==> config.mk <==
export PLATFORM = sky130hd
export DESIGN_NAME = fetch_ctrl
export DESIGN_NICKNAME = d
export VERILOG_FILES = /design/src/rtl/fetch_ctrl.sv
export SDC_FILE = /design/constraint.sdc
export NUM_CORES = 1
export LEC_CHECK = 0
export CORE_MARGIN = 5
export CORE_UTILIZATION = 44
export DETAILED_ROUTE_END_ITERATION = 16
export GPL_TIMING_DRIVEN = 1
export PLACE_DENSITY_LB_ADDON = 0.2
export SLEW_MARGIN = 10
export SYNTH_ARGS = -nofsm -noshare
export SYNTH_HDL_FRONTEND = slang
export SYNTH_SLANG_ARGS = --single-unit
==> constraint.sdc <==
create_clock -name clk -period 1.78 [get_ports clk]
set_input_delay 0.267 -clock clk [delete_from_list [all_inputs] [get_ports clk]]
set_output_delay 0.267 -clock clk [all_outputs]
set_load 0.05 [all_outputs]
==> src/rtl/fetch_ctrl.sv <==
// fetch_ctrl: RV32I instruction-fetch sequencer.
// Owns the next-PC register and drives the fetch stage's pc and capture
// enable. It also tracks the PC and valid bit of the instruction that fetch is
// presenting, and handles boot, stall, redirect with squash, and address faults.
module fetch_ctrl #(
  parameter logic [31:0] RESET_VECTOR = 32'h0000_0000,
  parameter int unsigned IMEM_WORDS   = 32'h0000_6000
) (
  input  logic        clk,
  input  logic        rst,
  input  logic        stall,
  input  logic        redirect,
  input  logic [31:0] redirect_pc,
  output logic [31:0] fetch_pc,
  output logic        fetch_en,
  output logic [31:0] if_pc,
  output logic        if_valid,
  output logic        fault,
  output logic [31:0] fault_pc
);

  typedef enum logic [1:0] {
    StBoot,
    StRun,
    StFault
  } state_e;

  state_e      r_state, w_state_d;
  logic [31:0] r_pc, w_pc_d;
  logic [31:0] r_if_pc, w_if_pc_d;
  logic        r_if_valid, w_if_valid_d;
  logic        r_fault, w_fault_d;
  logic [31:0] r_fault_pc, w_fault_pc_d;
  logic        w_fetch_en;
  logic        w_pc_legal;
  logic        w_redirect_legal;

  // A PC is legal when word-aligned and inside instruction memory.
  function automatic logic pc_legal(input logic [31:0] pc);
    return (pc[1:0] == 2'b00) && ({2'b00, pc[31:2]} < IMEM_WORDS);
  endfunction

  assign w_pc_legal       = pc_legal(r_pc);
  assign w_redirect_legal = pc_legal(redirect_pc);

  // Next-state and capture-enable decode; redirect outranks stall outranks advance.
  always_comb begin
    w_state_d    = r_state;
    w_pc_d       = r_pc;
    w_if_pc_d    = r_if_pc;
    w_if_valid_d = r_if_valid;
    w_fault_d    = r_fault;
    w_fault_pc_d = r_fault_pc;
    w_fetch_en   = 1'b0;

    unique case (r_state)
      StBoot: begin
        // Boot fetch ignores stall and redirect.
        w_fetch_en   = 1'b1;
        w_if_pc_d    = r_pc;
        w_if_valid_d = 1'b1;
        w_pc_d       = r_pc + 32'd4;
        w_state_d    = StRun;
      end

      StRun: begin
        if (redirect) begin
          // Squash whatever fetch currently holds; a simultaneous stall is moot.
          w_if_valid_d = 1'b0;
          if (!w_redirect_legal) begin
            w_state_d    = StFault;
            w_fault_d    = 1'b1;
            w_fault_pc_d = redirect_pc;
          end else begin
            w_pc_d = redirect_pc;
          end
        end else if (stall) begin
          // Hold everything; fetch must not capture.
          w_fetch_en = 1'b0;
        end else if (!w_pc_legal) begin
          // Catches both run-off-end and 32-bit wrap before any fetch issues.
          w_state_d    = StFault;
          w_fault_d    = 1'b1;
          w_fault_pc_d = r_pc;
          w_if_valid_d = 1'b0;
        end else begin
          w_fetch_en   = 1'b1;
          w_if_pc_d    = r_pc;
          w_if_valid_d = 1'b1;
          w_pc_d       = r_pc + 32'd4;
        end
      end

      StFault: begin
        // Terminal until reset.
        w_if_valid_d = 1'b0;
      end

      default: begin
        w_state_d = StFault;
      end
    endcase
  end

  // State registers with synchronous reset that overrides any pending event.
  always_ff @(posedge clk) begin
    if (rst) begin
      r_state    <= StBoot;
      r_pc       <= RESET_VECTOR;
      r_if_pc    <= 32'h0;
      r_if_valid <= 1'b0;
      r_fault    <= 1'b0;
      r_fault_pc <= 32'h0;
    end else begin
      r_state    <= w_state_d;
      r_pc       <= w_pc_d;
      r_if_pc    <= w_if_pc_d;
      r_if_valid <= w_if_valid_d;
      r_fault    <= w_fault_d;
      r_fault_pc <= w_fault_pc_d;
    end
  end

  // fetch_pc is purely registered; only fetch_en sees stall/redirect/rst.
  assign fetch_pc = r_pc;
  assign fetch_en = w_fetch_en & ~rst;
  assign if_pc    = r_if_pc;
  assign if_valid = r_if_valid;
  assign fault    = r_fault;
  assign fault_pc = r_fault_pc;

endmodule

==> flow_summary.toml <==
[run_status]
outcome = "complete, but fails checks"
violations = "setup timing"

[clock_tree]
numCtsBuffers = 9
holdBufCountCts = 0
clkTransAtPathRegs_ns = 0.07
clk_latency_ns = 0.36
root_buffer = "clkbuf_16"
clock-sinks = 100
h-tree-depth = 3
cts_max_path_buffers = 2
cts_tree = "yes"

[synth]
synth_compound_area_share_pct = 28.5
synth.distinct_cells = 57
synth.net_count = 676
synth-simple-area-share_pct = 23.4
synth_edf_count = 0
synthTopCellsByArea = "dfxtp_1 39%, nand2_1 7.6%, a221oi_1 6.9%"
synth_area_sq_mm = 0.00511
synth-async-reset-ratio_pct = 0
synth_top_family_by_area = "compound AO/OA/AOI/OAI gates"
yosysTopAreaCell = "dfxtp_1"
ys_warn_count = 0
synth.most_common_cell = "nand2_1"
ys_seq_area_share_pct = 39.2
syn_area_per_cell_sq_um = 8.00
synth_fa_ha_area_share_pct = 0.245
synth_common_cells = "104 x nand2_1, 100 x dfxtp_1, 52 x a21oi_1"
synthCells = 639
synth_ff_type = "dfxtp_1"
synthXorXnorAreaFrac_pct = 0
synthMuxAreaShare_pct = 0.220
synth_top_area_share_pct = 39.2
ys_ff_latch = 100

[floorplan]
core_sq_mm = 0.0114
start_util_pct = 44.8
rows = 39
die_y_um = 118
dieArea_sq_mm = 0.0139
fp.dieW_um = 118
io_pins = 135

[worst_setup_path]
end_kind = "register"
cp.arrival_ns = 2.34
r2r_slack_ns = -0.33
r2r-start = "fetch_pc[22]"
cp-start-kind = "register"
setup.worst_path.class = "reg2reg"
cp.required_ns = 2.01
regToRegEndpoint = "fetch_pc[24]"
r2r_cells = 7
cp_max_fo = 6

[min_path]
whs_endpoint = "fault_pc[31]"
holdPathStages = 3
min_path_type = "in2reg"
hp-start = "rst"

[power]
pwr_density_cell_mw_per_mm2 = 958
peakVddDrop_uv = 693
power_leakage_nw = 3.89

[sta]
worst_pin_slew_ns = 0.587
finalCriticalPeriod_ns = 2.11
whs_ns = 0.378
final_max_slew_viol_count = 0
min_period_over_period_pct = 118
slew_headroom_pct = 60.9
setup_violations = 95
fin_ws_ns = -0.328
fin_tns_setup_ns = -18.28
report.final.hold_viol_count = 0
rsz0062_at_grt = "true"
fmax_mhz = 474
fin_skew_ns = 0.00945

[place]
dp_cells = 970
portBuffers = 134
hpwlAfterDp_mm = 13.9
place_area_sq_mm = 0.00730
gp_congestion = 0.916

[run]
cap_violations = 0

[route]
wl_mm = 22.5
routedWlPerCell_um = 22.2
first_pass_iters = 7
drc = 0
drtAntennaViolNets = 0
vias = 6341
vias_per_cell = 6.25
drtIter0Drc = 653

[finish]
instances_no_fill = 1015
drive_gt1_share_pct = 47.4
fillers = 736
area_delta_synth_final_pct = 74.4
fin_nets = 904
antennaDiodeCount = 0
design_area_sq_mm = 0.00891

[grt]
overflow = 0
grt_max_degree = 51
grt_antenna_before_repair = 0
grt_pass1_vias = 6332
grt_first_pass_wirelength_mm = 34.3
grt.total_usage_pct = 30.2
layer usage:
layer  wire [um]  GRT usage (%)  up-vias
met5           0              0        -
met4         685           12.5        0
met1        9130           40.4     3082
li1            -              -     2813
met3        2060           5.77       69
met2       10700           47.6      377
metrics by stage:
stage	util, %	setup slack (ns)	power (mW)
after floorplan	-	-0.177	4.41
after global placement	63.9	-0.538	5.45
final	78.1	-0.328	8.54
after global routing	78.1	-0.377	8.79
after CTS	74.5	-0.275	8.24
after detailed placement	63.9	-0.620	5.51
timing repair:
item                                    4_1_cts  5_1_grt
gates resized for setup                     151       94
endpoints found under the setup margin      104      114
setup buffers                                14        5
pin swaps                                    70       58
gates cloned                                 11        1
worst max-delay path by stage:
stage | start | cells after the start | slack [ns] | end
2_1_floorplan | fetch_pc[12] | 7 | -0.18 | fetch_pc[26]
3_3_place_gp | redirect_pc[30] | 9 | -0.54 | fetch_pc[25]
3_5_place_dp | redirect_pc[30] | 9 | -0.62 | fetch_pc[14]
4_1_cts | fetch_pc[22] | 7 | -0.27 | fetch_en
5_1_grt | fetch_pc[22] | 7 | -0.38 | fetch_pc[24]
6_report | fetch_pc[22] | 7 | -0.33 | fetch_pc[24]
area by class of cell:
type                       count  area (sq um)  share of cell area [%]
timing repair buffer         282          2700                    30.3
sequential                   100          2090                    23.4
clock inverter                 5          35.0                   0.393
multi-input combinational    433          3510                    39.4
clock buffer                  11           243                    2.72
tap                          143           179                    2.01
inverter                      41           154                    1.73
report_power, final:
group	switching, mW	leakage, nW	total (mW)	internal (mW)
clock network	0.914	0.136	1.91	0.994
registers	0.151	0.835	2.61	2.45
logic	2.35	2.92	4.02	1.68
cell families after synthesis:
logic type / Yosys count
compound gates: 199
buf+inv: 106
simple gates: 232
flops: 100
mux: 1
fa+ha+maj: 1
critical path: stages (launching register included):
cell      delay, ns
dfxtp_4        0.35
buf_6          0.11
nor4_4         0.32
nand3_2        0.17
o41a_1         0.45
buf_6          0.17
a221oi_4       0.30
o32ai_2        0.11
placed cells by master (no fill, tap or decap), types with 5 or more instances in the layout:
cell,Yosys,layout
dfxtp_4,0,19
nand2_1,104,73
buf_12,0,7
o21ai_0,10,7
a32o_1,7,6
and3_1,8,6
dlygate4sd2_1,0,11
nor4_2,1,7
nor4_4,1,6
o32ai_1,9,6
buf_4,3,176
nand2_4,0,27
a221oi_2,2,12
o22ai_2,0,5
nand3_2,0,6
a31oi_1,8,8
a211oi_1,29,25
a21oi_2,1,32
nor2b_1,27,27
nor3_1,12,8
dfxtp_1,100,68
nor2_1,17,14
clkdlybuf4s50_1,0,33
nand4_1,5,5
nor3_2,1,5
clkbuf_16,0,11
o32ai_2,3,6
dfxtp_2,0,13
o211a_1,6,6
nand3_1,19,13
o21ai_2,0,7
dlymetal6s2s_1,0,16
buf_8,0,6
a21oi_1,52,18
buf_6,0,22
buf_16,0,8
a221oi_1,40,28
inv_1,41,41
flip-flops by register name, indices dropped and copies added, names as in the netlist:
signal	cells
fault	1
r_state	2
fetch_pc	32
if_valid	1
if_pc	32
fault_pc	32
No activity file was read; power rests on OpenSTA's default activity.
